$ cat src/rtl/cpu_pkg.sv
// rtl/cpu_pkg.sv - shared sizes and scan state encoding for the register bank
package cpu_pkg;

  localparam int WIDTH = 4;
  localparam int NREG  = 8;
  localparam int SEL_W = 3;

  typedef enum logic [1:0] {
    IDLE = 2'd0,
    SCAN = 2'd1,
    DONE = 2'd2
  } scan_state_e;

endpackage

$ cat src/rtl/scan_ctrl.sv
// rtl/scan_ctrl.sv - one-shot sequencer stepping the read select through all registers
module scan_ctrl
  import cpu_pkg::*;
#(
  parameter int SEL_W_P = SEL_W
) (
  input  logic               clk,
  input  logic               rst_n,
  input  logic               scan_start,
  output logic               scan_busy,
  output logic               scan_valid,
  output logic               scan_done,
  output logic [SEL_W_P-1:0] scan_sel
);

  scan_state_e        state_q, state_d;
  logic [SEL_W_P-1:0] cnt_q, cnt_d;

  always_ff @(posedge clk or negedge rst_n) begin
    if (!rst_n) begin
      state_q <= IDLE;
      cnt_q   <= '0;
    end else begin
      state_q <= state_d;
      cnt_q   <= cnt_d;
    end
  end

  always_comb begin
    state_d = state_q;
    cnt_d   = cnt_q;
    case (state_q)
      IDLE: begin
        if (scan_start) begin
          state_d = SCAN;
          cnt_d   = '0;
        end
      end
      SCAN: begin
        // Leave on the last register so the counter never wraps into a second pass.
        if (&cnt_q) begin
          state_d = DONE;
        end else begin
          cnt_d = cnt_q + SEL_W_P'(1);
        end
      end
      DONE:    state_d = IDLE;
      default: state_d = IDLE;
    endcase
  end

  assign scan_busy  = (state_q == SCAN) || (state_q == DONE);
  assign scan_valid = (state_q == SCAN);
  assign scan_done  = (state_q == DONE);
  assign scan_sel   = cnt_q;

endmodule

$ cat src/rtl/reg_bank_8x4.sv
// rtl/reg_bank_8x4.sv - eight 4-bit registers feeding the read mux, with select and scan
module reg_bank_8x4
  import cpu_pkg::*;
#(
  parameter int WIDTH_P = WIDTH,
  parameter int NREG_P  = NREG,
  parameter int SEL_W_P = SEL_W
) (
  input  logic               clk,
  input  logic               rst_n,
  input  logic               wr_en,
  input  logic [SEL_W_P-1:0] wr_addr,
  input  logic [WIDTH_P-1:0] wr_data,
  input  logic               clr,
  input  logic [SEL_W_P-1:0] sel_in,
  input  logic               scan_start,
  output logic               scan_busy,
  output logic               scan_valid,
  output logic               scan_done,
  output logic [SEL_W_P-1:0] sel_out,
  output logic [WIDTH_P-1:0] q0,
  output logic [WIDTH_P-1:0] q1,
  output logic [WIDTH_P-1:0] q2,
  output logic [WIDTH_P-1:0] q3,
  output logic [WIDTH_P-1:0] q4,
  output logic [WIDTH_P-1:0] q5,
  output logic [WIDTH_P-1:0] q6,
  output logic [WIDTH_P-1:0] q7
);

  logic [WIDTH_P-1:0] regs_q [NREG_P];
  logic [WIDTH_P-1:0] regs_d [NREG_P];
  logic [SEL_W_P-1:0] scan_sel;

  // Clear wins over a same-cycle write; the scan never gates either.
  always_comb begin
    for (int i = 0; i < NREG_P; i++) regs_d[i] = regs_q[i];
    if (clr) begin
      for (int i = 0; i < NREG_P; i++) regs_d[i] = '0;
    end else if (wr_en) begin
      regs_d[wr_addr] = wr_data;
    end
  end

  always_ff @(posedge clk or negedge rst_n) begin
    if (!rst_n) begin
      for (int i = 0; i < NREG_P; i++) regs_q[i] <= '0;
    end else begin
      for (int i = 0; i < NREG_P; i++) regs_q[i] <= regs_d[i];
    end
  end

  scan_ctrl #(.SEL_W_P(SEL_W_P)) u_scan_ctrl (
    .clk        (clk),
    .rst_n      (rst_n),
    .scan_start (scan_start),
    .scan_busy  (scan_busy),
    .scan_valid (scan_valid),
    .scan_done  (scan_done),
    .scan_sel   (scan_sel)
  );

  assign sel_out = scan_valid ? scan_sel : sel_in;

  assign q0 = regs_q[0];
  assign q1 = regs_q[1];
  assign q2 = regs_q[2];
  assign q3 = regs_q[3];
  assign q4 = regs_q[4];
  assign q5 = regs_q[5];
  assign q6 = regs_q[6];
  assign q7 = regs_q[7];

endmodule

$ cat config.mk
export PLATFORM = sky130hd
export DESIGN_NAME = reg_bank_8x4
export DESIGN_NICKNAME = d
export VERILOG_FILES = /design/src/rtl/cpu_pkg.sv /design/src/rtl/scan_ctrl.sv /design/src/rtl/reg_bank_8x4.sv
export SDC_FILE = /design/constraint.sdc
export NUM_CORES = 1
export LEC_CHECK = 0
export ABC_AREA = 1
export ABC_CLOCK_PERIOD_IN_PS = 1750
export CAP_MARGIN = 30
export CELL_PAD_IN_SITES_DETAIL_PLACEMENT = 1
export CELL_PAD_IN_SITES_GLOBAL_PLACEMENT = 1
export CORE_MARGIN = 4
export CORE_UTILIZATION = 34
export CTS_BUF_LIST = sky130_fd_sc_hd__clkbuf_8 sky130_fd_sc_hd__clkbuf_16
export DETAILED_ROUTE_END_ITERATION = 16
export GPL_TIMING_DRIVEN = 0
export PLACE_DENSITY_LB_ADDON = 0.1
export SETUP_SLACK_MARGIN = 0.1
export SYNTH_ARGS = -nofsm -noshare
export SYNTH_HDL_FRONTEND = slang
export SYNTH_SLANG_ARGS = --single-unit
$ cat constraint.sdc
create_clock -name clk -period 1.75 [get_ports clk]
set_input_delay 0.4375 -clock clk [delete_from_list [all_inputs] [get_ports clk]]
set_output_delay 0.4375 -clock clk [all_outputs]
set_load 0.05 [all_outputs]
After elaboration in Yosys (flattened, before gate mapping)
Cells that the tools add are included.
{"block": "word_totals", "regBits": 37, "in_bits": 15, "out_inout_bits": 38, "wordCells": 39}
{"block": "op_classes", "addsub": 1, "order_cmp": 2, "eq_ne": 5, "muxes": 12, "bitwise_logic": 1, "n_reduce_logical": 8}
{"op": "2-to-1 mux 32 bit", "n": 2}
{"op": "bitwise mux 32 bit", "n": 1}
{"op": "demux 4 bit (select 3 bit)", "n": 1}
{"op": "2-to-1 mux 3 bit", "n": 3}
{"op": "case mux 3 bit (2 select lines)", "n": 1}
{"op": "AND reduction 3 bit", "n": 2}
{"op": "greater-or-equal comparator 4 bit, second input constant", "n": 1}
{"op": "less-than comparator 4 x 1 -> 1 bit, second input constant", "n": 1}
{"op": "2-to-1 mux 2 bit", "n": 2}
{"op": "2-to-1 mux 4 bit", "n": 1}
{"op": "inequality test 2 bit, second input constant", "n": 2}
{"op": "inverter 3 -> 4 bit", "n": 1}
{"op": "case mux 2 bit (2 select lines)", "n": 1}
{"op": "nonzero test 2 bit", "n": 2}
{"op": "adder 3 x 1 -> 3 bit, second input constant", "n": 1}
{"op": "== test 2 x 1 -> 1 bit, second input constant", "n": 1}
{"op": "== test 2 bit, second input constant", "n": 1}
{"op": "zero test 2 bit", "n": 1}
{"op": "inequality test 2 x 1 -> 1 bit, second input constant", "n": 1}
{"op": "AND reduction 2 bit", "n": 1}
{"op": "logical AND 1 bit", "n": 1}
{"op": "logical OR 1 bit", "n": 1}

Depth between registers and ports, before layout
Gate-level depths: netlist of run 1.
{"block": "depth", "depth_word": 8, "mapped_depth": 7}

Cells and area by module
From an unflattened synthesis of run 1, not the netlist that was laid out.
{"block": "unflattened", "hier_cells": 210, "hier_area_um2": 1795.5}
{"mod": "reg_bank_8x4", "n_inst": 1, "cells_each": 166, "area_per_inst_um2": 1448.9, "seq_area_each_um2": 800.8}
{"mod": "scan_ctrl", "n_inst": 1, "cells_each": 44, "area_per_inst_um2": 346.6, "seq_area_each_um2": 125.1}

Worst setup path after synthesis of run 1
No wires, ideal clock.
{"block": "synth_timing", "path_type": "reg-to-output", "start": "reg u_scan_ctrl.state_q[1]", "end": "out sel_out[0]", "arrival_time_ns": 1.823, "required_time_ns": 1.312, "setup_slack_ns": -0.511, "path_stages_with_launch": 5, "n_path_buf": 0, "cell_sequence": "dfrtp_1 -> inv_1 -> ha_1 -> nor2_1 -> nor2_1"}
{"block": "synth_via", "elab_chain_len": 2}
{"element": "start, declared", "line": "scan_ctrl.sv:16", "text": "scan_state_e state_q, state_d;"}
{"element": "start signal, assigned", "line": "scan_ctrl.sv:24", "text": "state_q <= state_d;"}
{"element": "== test 2 x 1 -> 1 bit", "line": "scan_ctrl.sv:53", "text": "assign scan_valid = (state_q == SCAN);"}
{"element": "named net scan_valid", "line": "reg_bank_8x4.sv:18", "text": "output logic scan_valid,"}
{"element": "2-to-1 mux 3 bit", "line": "reg_bank_8x4.sv:63", "text": "assign sel_out = scan_valid ? scan_sel : sel_in;"}
{"element": "end, declared", "line": "reg_bank_8x4.sv:20", "text": "output logic [SEL_W_P-1:0] sel_out,"}
The timed path passes the listed nets, and every way through them passes these cells.

Final worst setup path of run 1
{"block": "layout_timing", "start": "reg u_scan_ctrl.state_q[1]", "end": "out sel_out[0]"}
{"block": "layout_via", "elab_chain_len": 2}
{"element": "== test 2 x 1 -> 1 bit", "line": "scan_ctrl.sv:53"}
{"element": "2-to-1 mux 3 bit", "line": "reg_bank_8x4.sv:63"}
Every way passes these cells.

==> summary.txt, run 1 <==
Detailed routing
  • Drt total wl: 5340 µm
  • Via count: approximately 1,700
  • Antenna Nets Post-Route: 0
  • Avg WL per Cell: 14.9 µm
  • Vias per cell: 4.85
  • DRC Markers: 0
  • Initial DRC count: 108
  • 1st-pass router iterations: 5

Outcome
  • Status: finished with violations
  • Violated checks: negative setup slack

Clock network
  • Root buffer cell: clkbuf_8
  • TritonCTS clock tree: yes
  • Clk buf depth: 2
  • H-tree depth: 2
  • Worst-Skew Late Latency: 280 ps
  • Clock Sink Count: 37
  • TritonCTS buffer count: 5
  • Clock transition at path regs: roughly 70 ps

Setup path
  • Crit path top cell by count: nor2_4
  • Req. time, crit path: 1310 ps
  • CP max FO: 4
  • Setup CP Type: flop to primary output
  • CP Cell Sequence: inv_2 > ha_4 > clkinvlp_4 > nor2_4 > nor2_4 > buf_6
  • Critical path endpoint category: primary output
  • WP data arrival: 1450 ps
  • CP max-delay cell: dfrtp_1
  • CP startpoint kind: flop
  • Delay of the slowest critical-path stage: 400 ps

Synthesis
  • YS warnings: 0
  • Mapped Cells: 218
  • Synth cell types: 15
  • Yosys reg bits: 37
  • Share of the yosys chip area belonging to registers: 51.4%
  • Leading area contributor after synthesis: dfrtp_1
  • Cell area after synthesis: 1800 µm²
  • Post-synth top area share: 51.4%
  • Mapped Nets: 240
  • Largest cells by area after synthesis: dfrtp_1 (51%), nand3_1 (18%), nand2_1 (14%), ha_1 (4.9%), inv_1 (3.1%)
  • Mean Syn Cell Area: 8.26 µm²

Final layout
  • Share of layout cells above drive strength 1: a little under a quarter
  • Sequential cell area: 927 µm²
  • Final cell count without fillers: 358
  • Most frequent cells in the layout: nand3_1 (65), nand2_1 (59), dfrtp_1 (36)
  • Ant diodes: 0
  • Leading cell type in the layout, fill and taps excluded: nand3_1
  • Area of the multi-input gates: 842 µm²
  • Final net count: approximately 310
  • # fillers: 632
  • P&R area growth vs syn: 48.7%
  • Post-route cell area: approximately 2700 µm²

Timing
  • Setup TNS: -330 ps
  • Achievable Freq: 0.531 GHz
  • Final Cycle Share: 108%
  • Worst slew margin: 43.4%
  • Worst Tran Pin Value: 849 ps
  • WHS: 262 ps
  • Final worst-path setup slack: -133 ps
  • Slew Viols, Final: 0
  • RSZ-0062 raised after global routing: true
  • Tmin final: 1880 ps
  • Fin. Hold Viols: 0
  • Fin Clk Skew: 0.241 ps
  • Final setup viols: 3

Floorplanning
  • Die Span Y: 80.8 µm
  • Core Rows: 26
  • Die area: 6520 µm²
  • Top Ports: 53
  • Die W: 80.8 µm
  • Initial Utilization: 35.3%
  • Core area: between 5000 and 6000 µm²

Pwr
  • Max VDD drop: 0.000519 V
  • Cell Pwr Density: 1070 nW/µm²
  • P_leak: 1.47 nW

Placed design
  • Placed cells: 340
  • Hpwl dp: about 3800 µm
  • PortBufs: 52
  • Post-DP Area: approximately 2400 µm²
  • RePlAce Congestion: 0.737

Global routing
  • First-pass GRT wire length: 8890 µm
  • Initial antenna violation count: 0
  • Global route overflow: 0
  • Largest net degree at the start of global routing: 38
  • Vias in the first global route: 1,845
  • Overall global routing resource usage: 17.7%

Hold path
  • Worst hold-check path type: primary input to async pin

Flow run
  • Max_cap viols: 0
==> stage by stage <==
stage | utilization, % | power, mW | setup WS (ps)
2_1_floorplan | - | 1.59 | 106
3_3_place_gp | 47.6 | 1.85 | -682
3_5_place_dp | 47.6 | 1.87 | -532
4_1_cts | 50.8 | 2.79 | -163
5_1_grt | 52.4 | 3.03 | -211
6_report | 52.4 | 2.86 | -133
==> flip-flops by register name, summed over array words and instances (netlist names) <==
register,flops
u_scan_ctrl.scan_sel,3
u_scan_ctrl.state_q,2
q0,4
q1,4
q7,4
q3,4
q4,4
q5,4
q6,4
q2,4
==> worst max-delay path, delay by kind of cell, from the launching register on <==
family                   cells  cell delay, ps
adder cells (fa/ha/maj)      1             160
buffers and inverters        3             390
flip-flops                   1             400
AND/OR/NAND/NOR              2             210
==> routing by layer <==
layer / GRT usage (%) / routed length, µm
met3: 4.21 / 258
met1: 23.0 / 2460
met2: 30.2 / 2610
met5: 0 / 0
met4: 3.55 / 19
==> final cells by class <==
cell class | instances | share of cell area (%)
flip-flops and latches | 37 | 34.6
multi-input cells | 155 | 31.4
repair buffers | 62 | 22.0
well taps | 70 | 3.27
clock buffers | 6 | 3.08
inverters | 20 | 2.94
plain buffers | 6 | 1.40
clock inverters | 2 | 1.26
==> synth_stat cells <==
master and number:
inv_1 15, ha_1 7, nor2_4 2, nor2_1 8, clkbuf_4 2, nand2_1 65, nand2_4 1, nand3_1 65
o211ai_1 1, nor2_2 1, inv_2 5, dfrtp_1 37, buf_2 4, nand2_2 4, o21ai_0 1
==> kinds of logic after synthesis <==
kind of cell             Yosys count  share of synthesized area, %
AND/OR/NAND/NOR                  146                          36.9
flip-flops                        37                          51.4
buffers and inverters             26                          6.12
adder cells (fa/ha/maj)            7                          4.86
AO/OA/AOI/OAI                      2                         0.695
==> repair_timing <==
action | 4_1_cts | 5_1_grt
gates resized for setup | 83 | 41
pin swaps | 0 | 5
gates cloned | 0 | 0
buffers inserted | 7 | 6
endpoints found under the setup margin | 38 | 37
hold buffers | 0 | 0
==> report_power, final <==
| part | internal (mW) | switching, mW |
|---|---|---|
| Clock | 0.459 | 0.298 |
| Combinational | 0.466 | 0.682 |
| Sequential | 0.908 | 0.0510 |
| Total | 1.83 | 1.03 |
==> final timing paths <==
path | start | to | slack, ps | cells past startpoint
setup / recovery | u_scan_ctrl.state_q[1] | sel_out[0] | -130 | 6
hold / removal | rst_n | u_scan_ctrl.scan_sel[2] | 260 | 1
setup reg to reg | u_scan_ctrl.state_q[1] | u_scan_ctrl.state_q[0] | 180 | 8
hold reg to reg | q0[0] | q0[0] | 500 | 2
max in group asynchronous | rst_n | u_scan_ctrl.state_q[0] | 910 | 1
min in group clk | q0[0] | q0[0] | 500 | 2
No activity file was read; power rests on OpenSTA's default activity.
==> run 2: changes to the inputs <==
--- a/config.mk
+++ b/config.mk
@@ -6,7 +6,7 @@
 export NUM_CORES = 1
 export LEC_CHECK = 0
 export ABC_AREA = 1
-export ABC_CLOCK_PERIOD_IN_PS = 1750
+export ABC_CLOCK_PERIOD_IN_PS = 1900
 export CAP_MARGIN = 30
 export CELL_PAD_IN_SITES_DETAIL_PLACEMENT = 1
 export CELL_PAD_IN_SITES_GLOBAL_PLACEMENT = 1
@@ -15,6 +15,7 @@
 export CTS_BUF_LIST = sky130_fd_sc_hd__clkbuf_8 sky130_fd_sc_hd__clkbuf_16
 export DETAILED_ROUTE_END_ITERATION = 16
 export GPL_TIMING_DRIVEN = 0
+export HOLD_SLACK_MARGIN = 0.02
 export PLACE_DENSITY_LB_ADDON = 0.1
 export SETUP_SLACK_MARGIN = 0.1
 export SYNTH_ARGS = -nofsm -noshare
==> constraint.sdc (replaced) <==
create_clock -name clk -period 1.9 [get_ports clk]
set_input_delay 0.475 -clock clk [delete_from_list [all_inputs] [get_ports clk]]
set_output_delay 0.475 -clock clk [all_outputs]
set_load 0.05 [all_outputs]
==> summary.txt, run 2 (synthesis gave the netlist of run 1 again) <==
Timing
  • Achievable Freq: 0.531 GHz
  • Fin. Hold Viols: 0 (unchanged)
  • Slew Viols, Final: 0 (unchanged)
  • Tmin final: 1880 ps
  • Final Cycle Share: 99.2%
  • RSZ-0062 raised after global routing: true (unchanged)
  • Final setup viols: 0 (was 3)
  • Final worst-path setup slack: 16.1 ps (was -133 ps)
  • Fin Clk Skew: 1.42 ps (was 0.241 ps)
  • Worst slew margin: 43.1% (was 43.4%)
  • Setup TNS: 0 ps (was -330 ps)
  • Worst Tran Pin Value: 853 ps (was 849 ps)

Placed design
  • PortBufs: 52 (unchanged)
  • RePlAce Congestion: 0.740 (was 0.737)
  • Setup WS pre-CTS: -467 ps (was -532 ps)
  • Hpwl dp: 3780 µm (was 3810 µm)

Global routing
  • Initial antenna violation count: 0 (unchanged)
  • Global route overflow: 0 (unchanged)
  • Largest net degree at the start of global routing: 38 (unchanged)
  • Vias in the first global route: 1,806 (was 1,845)
  • First-pass GRT wire length: 8690 µm (was 8890 µm)
  • Overall global routing resource usage: 17.7% (about the same)

Clock network
  • Clock Sink Count: 37 (unchanged)
  • Root buffer cell: clkbuf_8 (unchanged)
  • H-tree depth: 2 (unchanged)
  • TritonCTS clock tree: yes (unchanged)
  • Clk buf depth: 2 (unchanged)
  • Clock transition at path regs: 70 ps (about the same)
  • Worst-Skew Late Latency: 290 ps (was 280 ps)
  • TritonCTS buffer count: 5 (unchanged)
  • Hold buffers post-CTS: 0 (unchanged)

Detailed routing
  • Vias per cell: 4.83 (was 4.85)
  • Via count: 1,715 (was 1,735)
  • Max Used Layer: met4 (unchanged)
  • Initial DRC count: 33 (was 108)
  • Antenna Nets Post-Route: 0 (unchanged)
  • Drt total wl: 5280 µm (was 5340 µm)
  • Wire length on met3: 375 µm (was 258 µm)
  • 1st-pass router iterations: 4 (was 5)
  • DRC Markers: 0 (unchanged)
  • Met2 WL: 2490 µm (was 2610 µm)
  • Avg WL per Cell: 14.9 µm (about the same)
  • Met1 WL: 2350 µm (was 2460 µm)

Pwr
  • Combinational share of power: 39.4% (was 40.1%)
  • P_leak: 1.51 nW (was 1.47 nW)
  • Cell Pwr Density: 919 nW/µm² (was 1070 nW/µm²)
  • P_int: 1.41 mW (was 1.83 mW)
  • Clk pwr share: 22.7% (was 26.4%)
  • Psw: 0.905 mW (was 1.03 mW)
  • Switch share: 39.0% (was 36.0%)
  • Seq pwr share: 37.8% (was 33.5%)
  • Max VDD drop: 0.000442 V (was 0.000519 V)

Setup path
  • WP data arrival: 1410 ps (was 1450 ps)
  • Crit path top cell by count: nor2_4 (unchanged)
  • Req. time, crit path: 1420 ps (was 1310 ps)
  • Delay of the slowest critical-path stage: 390 ps (was 400 ps)
  • Setup CP Type: flop to primary output (unchanged)
  • CP max FO: 5 (was 4)
  • Crit path launch: u_scan_ctrl.state_q[1] (unchanged)
  • CP Cell Sequence: inv_2 > ha_4 > clkinvlp_4 > nor2_4 > nor2_4 > buf_6 (unchanged)
  • CP startpoint kind: flop (unchanged)
  • Reg2reg start: u_scan_ctrl.state_q[1] (unchanged)
  • CP max-delay cell: dfrtp_1 (unchanged)
  • Critical path endpoint category: primary output (unchanged)

Floorplanning
  • Die W: 80.8 µm (unchanged)
  • Core Rows: 26 (unchanged)
  • Core area: 5110 µm² (unchanged)
  • Initial Utilization: 35.3% (unchanged)
  • Die area: 6520 µm² (unchanged)
  • Die Span Y: 80.8 µm (unchanged)
  • Top Ports: 53 (unchanged)

Final layout
  • # fillers: 634 (was 632)
  • Post-Route Utilization: 49.4% (was 52.4%)
  • Ant diodes: 0 (unchanged)
  • Area of the multi-input gates: 792 µm² (was 842 µm²)
  • Share of layout cells above drive strength 1: 15.8% (was 22.9%)
  • Most frequent cells in the layout: nand2_1 (65), nand3_1 (65), dfrtp_1 (37) (was nand3_1 (65), nand2_1 (59), dfrtp_1 (36))
  • Final net count: 306 (was 309)
  • P&R area growth vs syn: 40.2% (was 48.7%)
  • Sequential cell area: 926 µm² (was 927 µm²)

Flow run
  • Max_cap viols: 0 (unchanged)

Hold path
  • Worst hold-check path type: primary input to async pin (unchanged)

Outcome
  • Status: complete, no violations (was finished with violations)
run 2: routing by layer:
metal	up-vias	track usage, %
met1	817	22.4
met3	5	5.21
met4	0	5.91
met5	-	0
met2	52	28.9
li1	841	-
run 2: metrics by stage:
stage               cell area (µm²)  instances  power (mW)  hold slack [ps]
detailed placement             2420        340        1.72              495
CTS                            2460        349        2.25              313
global placement               2430        340        1.70              484
finish                         2520        355        2.32              287
global route                   2520        355        2.46              349
floorplan                      1820        218        1.45              179
run 2: final timing paths:
| kind | end | slack, ps | cells after the start |
|---|---|---|---|
| min in group clk | q0[0] | 500 | 2 |
| max in group asynchronous | q3[1] | 1070 | 1 |
| worst max-delay path | sel_out[0] | 20 | 6 |
| worst min register to register | q0[0] | 500 | 2 |
| worst min-delay path | q7[2] | 290 | 1 |
| worst max register to register | u_scan_ctrl.state_q[1] | 490 | 7 |
run 2: area by class of cell:
class / count / area share [%]
Timing Repair Buffer: 59 / 20.7
Sequential cell: 37 / 36.7
Clock inverter: 3 / 0.545
Buffer: 6 / 1.39
Clock buffer: 5 / 2.73
Multi-Input combinational cell: 155 / 31.4
Tap cell: 70 / 3.47
Inverter: 20 / 3.12
run 2: what timing repair did:
| item | in CTS | in global routing |
|---|---|---|
| resized for setup | 69 | 5 |
| pin swaps | 0 | 2 |
| buffers inserted | 1 | 6 |
| endpoints found under the setup margin | 38 | 4 |
run 2: critical path: cells and delay by family, from the launching register on:
| kind | cells | cell delay (ps) |
|---|---|---|
| DFF | 1 | 390 |
| buffers and inverters | 3 | 370 |
| and+or+nand+nor | 2 | 200 |
| adders and majority gates | 1 | 170 |
run 2: power by group through the flow:
stage / Sequential [mW] / Combinational, mW / Clock [mW]
after global routing: 0.883 / 0.995 / 0.580
after detailed placement: 0.895 / 0.823 / 0
after floorplan: 0.934 / 0.521 / 0
final: 0.878 / 0.915 / 0.527
after global placement: 0.892 / 0.804 / 0
after CTS: 0.879 / 0.825 / 0.545
==> run 3: changes to the inputs <==
--- a/config.mk
+++ b/config.mk
@@ -14,7 +14,6 @@
 export CORE_UTILIZATION = 34
 export CTS_BUF_LIST = sky130_fd_sc_hd__clkbuf_8 sky130_fd_sc_hd__clkbuf_16
 export DETAILED_ROUTE_END_ITERATION = 16
-export GPL_TIMING_DRIVEN = 0
 export HOLD_SLACK_MARGIN = 0.02
 export PLACE_DENSITY_LB_ADDON = 0.1
 export SETUP_SLACK_MARGIN = 0.1
==> summary.txt, run 3 (synthesis gave the netlist of run 1 again) <==
Setup path
  • WP data arrival: 1330 ps (was 1410 ps)
  • Req. time, crit path: 1420 ps (about the same)
  • Setup CP Type: flop to primary output (unchanged)
  • Critical path endpoint category: primary output (unchanged)
  • CP max FO: 5 (unchanged)
  • CP startpoint kind: flop (unchanged)

Timing
  • WHS: 160 ps (was 287 ps)
  • Achievable Freq: 0.555 GHz (was 0.531 GHz)
  • Fin. Hold Viols: 0 (unchanged)
  • Worst Tran Pin Value: 753 ps (was 853 ps)
  • Final worst-path setup slack: 98.0 ps (was 16.1 ps)
  • Final Cycle Share: 94.8% (was 99.2%)
  • Worst slew margin: 49.6% (was 43.1%)
  • Slew Viols, Final: 0 (unchanged)
  • Final setup viols: 0 (unchanged)
  • Fin Clk Skew: 4.30 ps (was 1.42 ps)
  • Tmin final: 1800 ps (was 1880 ps)
  • RSZ-0062 raised after global routing: true (unchanged)

Floorplanning
  • Core Rows: 26 (unchanged)
  • Die W: 80.8 µm (unchanged)
  • Initial Utilization: 35.3% (unchanged)
  • Die Span Y: 80.8 µm (unchanged)
  • Core area: 5110 µm² (unchanged)
  • Die area: 6520 µm² (unchanged)
  • Top Ports: 53 (unchanged)

Pwr
  • P_int: 1.62 mW (was 1.41 mW)
  • Clk pwr share: 24.2% (was 22.7%)
  • Combinational share of power: 41.4% (was 39.4%)
  • Switch share: 37.1% (was 39.0%)
  • P_leak: 1.45 nW (was 1.51 nW)
  • Max VDD drop: 0.000534 V (was 0.000442 V)
  • Cell Pwr Density: 985 nW/µm² (was 919 nW/µm²)
  • Seq pwr share: 34.4% (was 37.8%)
  • Psw: 0.953 mW (was 0.905 mW)

Clock network
  • Hold buffers post-CTS: 0 (unchanged)
  • Worst-Skew Late Latency: 290 ps (about the same)
  • TritonCTS clock tree: yes (unchanged)
  • Root buffer cell: clkbuf_8 (unchanged)
  • Clk buf depth: 2 (unchanged)
  • H-tree depth: 2 (unchanged)
  • Clock transition at path regs: 80 ps (was 70 ps)
  • Clock Sink Count: 37 (unchanged)
  • TritonCTS buffer count: 5 (unchanged)

Final layout
  • Most frequent cells in the layout: nand3_1 (65), nand2_1 (63), buf_4 (39) (was nand2_1 (65), nand3_1 (65), dfrtp_1 (37))
  • Sequential cell area: 927 µm² (was 926 µm²)
  • P&R area growth vs syn: 45.0% (was 40.2%)
  • Leading cell type in the layout, fill and taps excluded: nand3_1
  • Final net count: 303 (was 306)
  • Ant diodes: 0 (unchanged)
  • Area of the multi-input gates: 817 µm² (was 792 µm²)
  • # fillers: 619 (was 634)
  • Final cell count without fillers: 352 (was 355)
  • Share of layout cells above drive strength 1: 28.4% (was 15.8%)

Global routing
  • Largest net degree at the start of global routing: 21 (was 38)
  • Global route overflow: 0 (unchanged)
  • Initial antenna violation count: 0 (unchanged)
  • First-pass GRT wire length: 9000 µm (was 8690 µm)
  • Vias in the first global route: 1,858 (was 1,806)
  • Overall global routing resource usage: 17.8% (was 17.7%)

Placed design
  • Placed cells: 340 (unchanged)
  • RePlAce Congestion: 0.757 (was 0.740)
  • Hpwl dp: 3800 µm (was 3780 µm)
  • PortBufs: 52 (unchanged)
  • Setup WS pre-CTS: -3.27 ps (was -467 ps)

Detailed routing
  • 1st-pass router iterations: 4 (unchanged)
  • Via count: 1,730 (was 1,715)
  • DRC Markers: 0 (unchanged)
  • Initial DRC count: 67 (was 33)
  • Avg WL per Cell: 14.9 µm (about the same)
  • Antenna Nets Post-Route: 0 (unchanged)
  • Vias per cell: 4.91 (was 4.83)
  • Drt total wl: 5260 µm (was 5280 µm)

Flow run
  • Max_cap viols: 0 (unchanged)

Hold path
  • Worst hold-check path type: primary input to async pin (unchanged)

Outcome
  • Status: complete, no violations (unchanged)
run 3: changes by cell type in the layout (fill, tap and decap cells not counted), moves of 2 or more:
cell	before	now
clkbuf_8	5	7
dlygate4sd2_1	32	0
buf_12	0	8
buf_4	8	39
clkbuf_4	3	0
buf_2	6	1
buf_6	3	1
nand2_1	65	63
nand2_2	4	6
run 3: power groups by stage:
stage	Clock (mW)	Combinational, mW	Sequential [mW]
2_1_floorplan	0	0.521	0.934
3_3_place_gp	0	0.960	0.893
3_5_place_dp	0	0.967	0.894
4_1_cts	0.631	1.03	0.881
5_1_grt	0.679	1.15	0.892
6_report	0.623	1.06	0.885
run 3: routing by layer:
metal	global-route usage (%)	up-vias	wire length, µm
met5	0	-	0
met4	5.24	0	65
met3	4.10	8	287
met2	29.8	43	2500
met1	23.0	852	2400
li1	-	827	-
run 3: repair_timing:
item                       in CTS  in global routing
gates resized for setup         9                  3
setup endpoints to repair       4                  5
buffers inserted                4                  0
pin swaps                       2                  2
run 3: worst paths after layout:
| check | to | slack, ps | startpoint | cells past startpoint |
|---|---|---|---|---|
| worst min register to register | q7[0] | 510 | q7[0] | 2 |
| worst max register to register | u_scan_ctrl.scan_sel[2] | 540 | u_scan_ctrl.scan_sel[0] | 6 |
| max in group asynchronous | u_scan_ctrl.state_q[0] | 1240 | rst_n | 2 |
| worst min-delay path | u_scan_ctrl.scan_sel[1] | 160 | rst_n | 1 |
| min in group clk | q7[0] | 510 | q7[0] | 2 |
| worst max-delay path | sel_out[2] | 100 | u_scan_ctrl.state_q[0] | 5 |
run 3: final cells by class:
class	count	area share [%]
Tap cell	70	3.36
Multi-Input combinational cell	155	31.3
Timing Repair Buffer	62	23.0
Clock buffer	7	3.69
Sequential cell	37	35.5
Clock inverter	1	0.192
Inverter	20	2.97
run 3: metrics by stage:
step	area [µm²]	utilization [%]	setup TNS (ps)	total power, mW
global placement	2440	47.7	0	1.85
detailed placement	2440	47.7	-3.27	1.86
finish	2610	51.1	0	2.57
CTS	2590	50.7	0	2.55
global route	2610	51.1	0	2.72
floorplan	1820	-	0	1.45
run 3: critical path, cell delays in order (launching register included):
cell and delay, ps:
dfrtp_2 450, ha_4 180, buf_6 130, nand2_1 70, nand2_2 70, buf_12 140
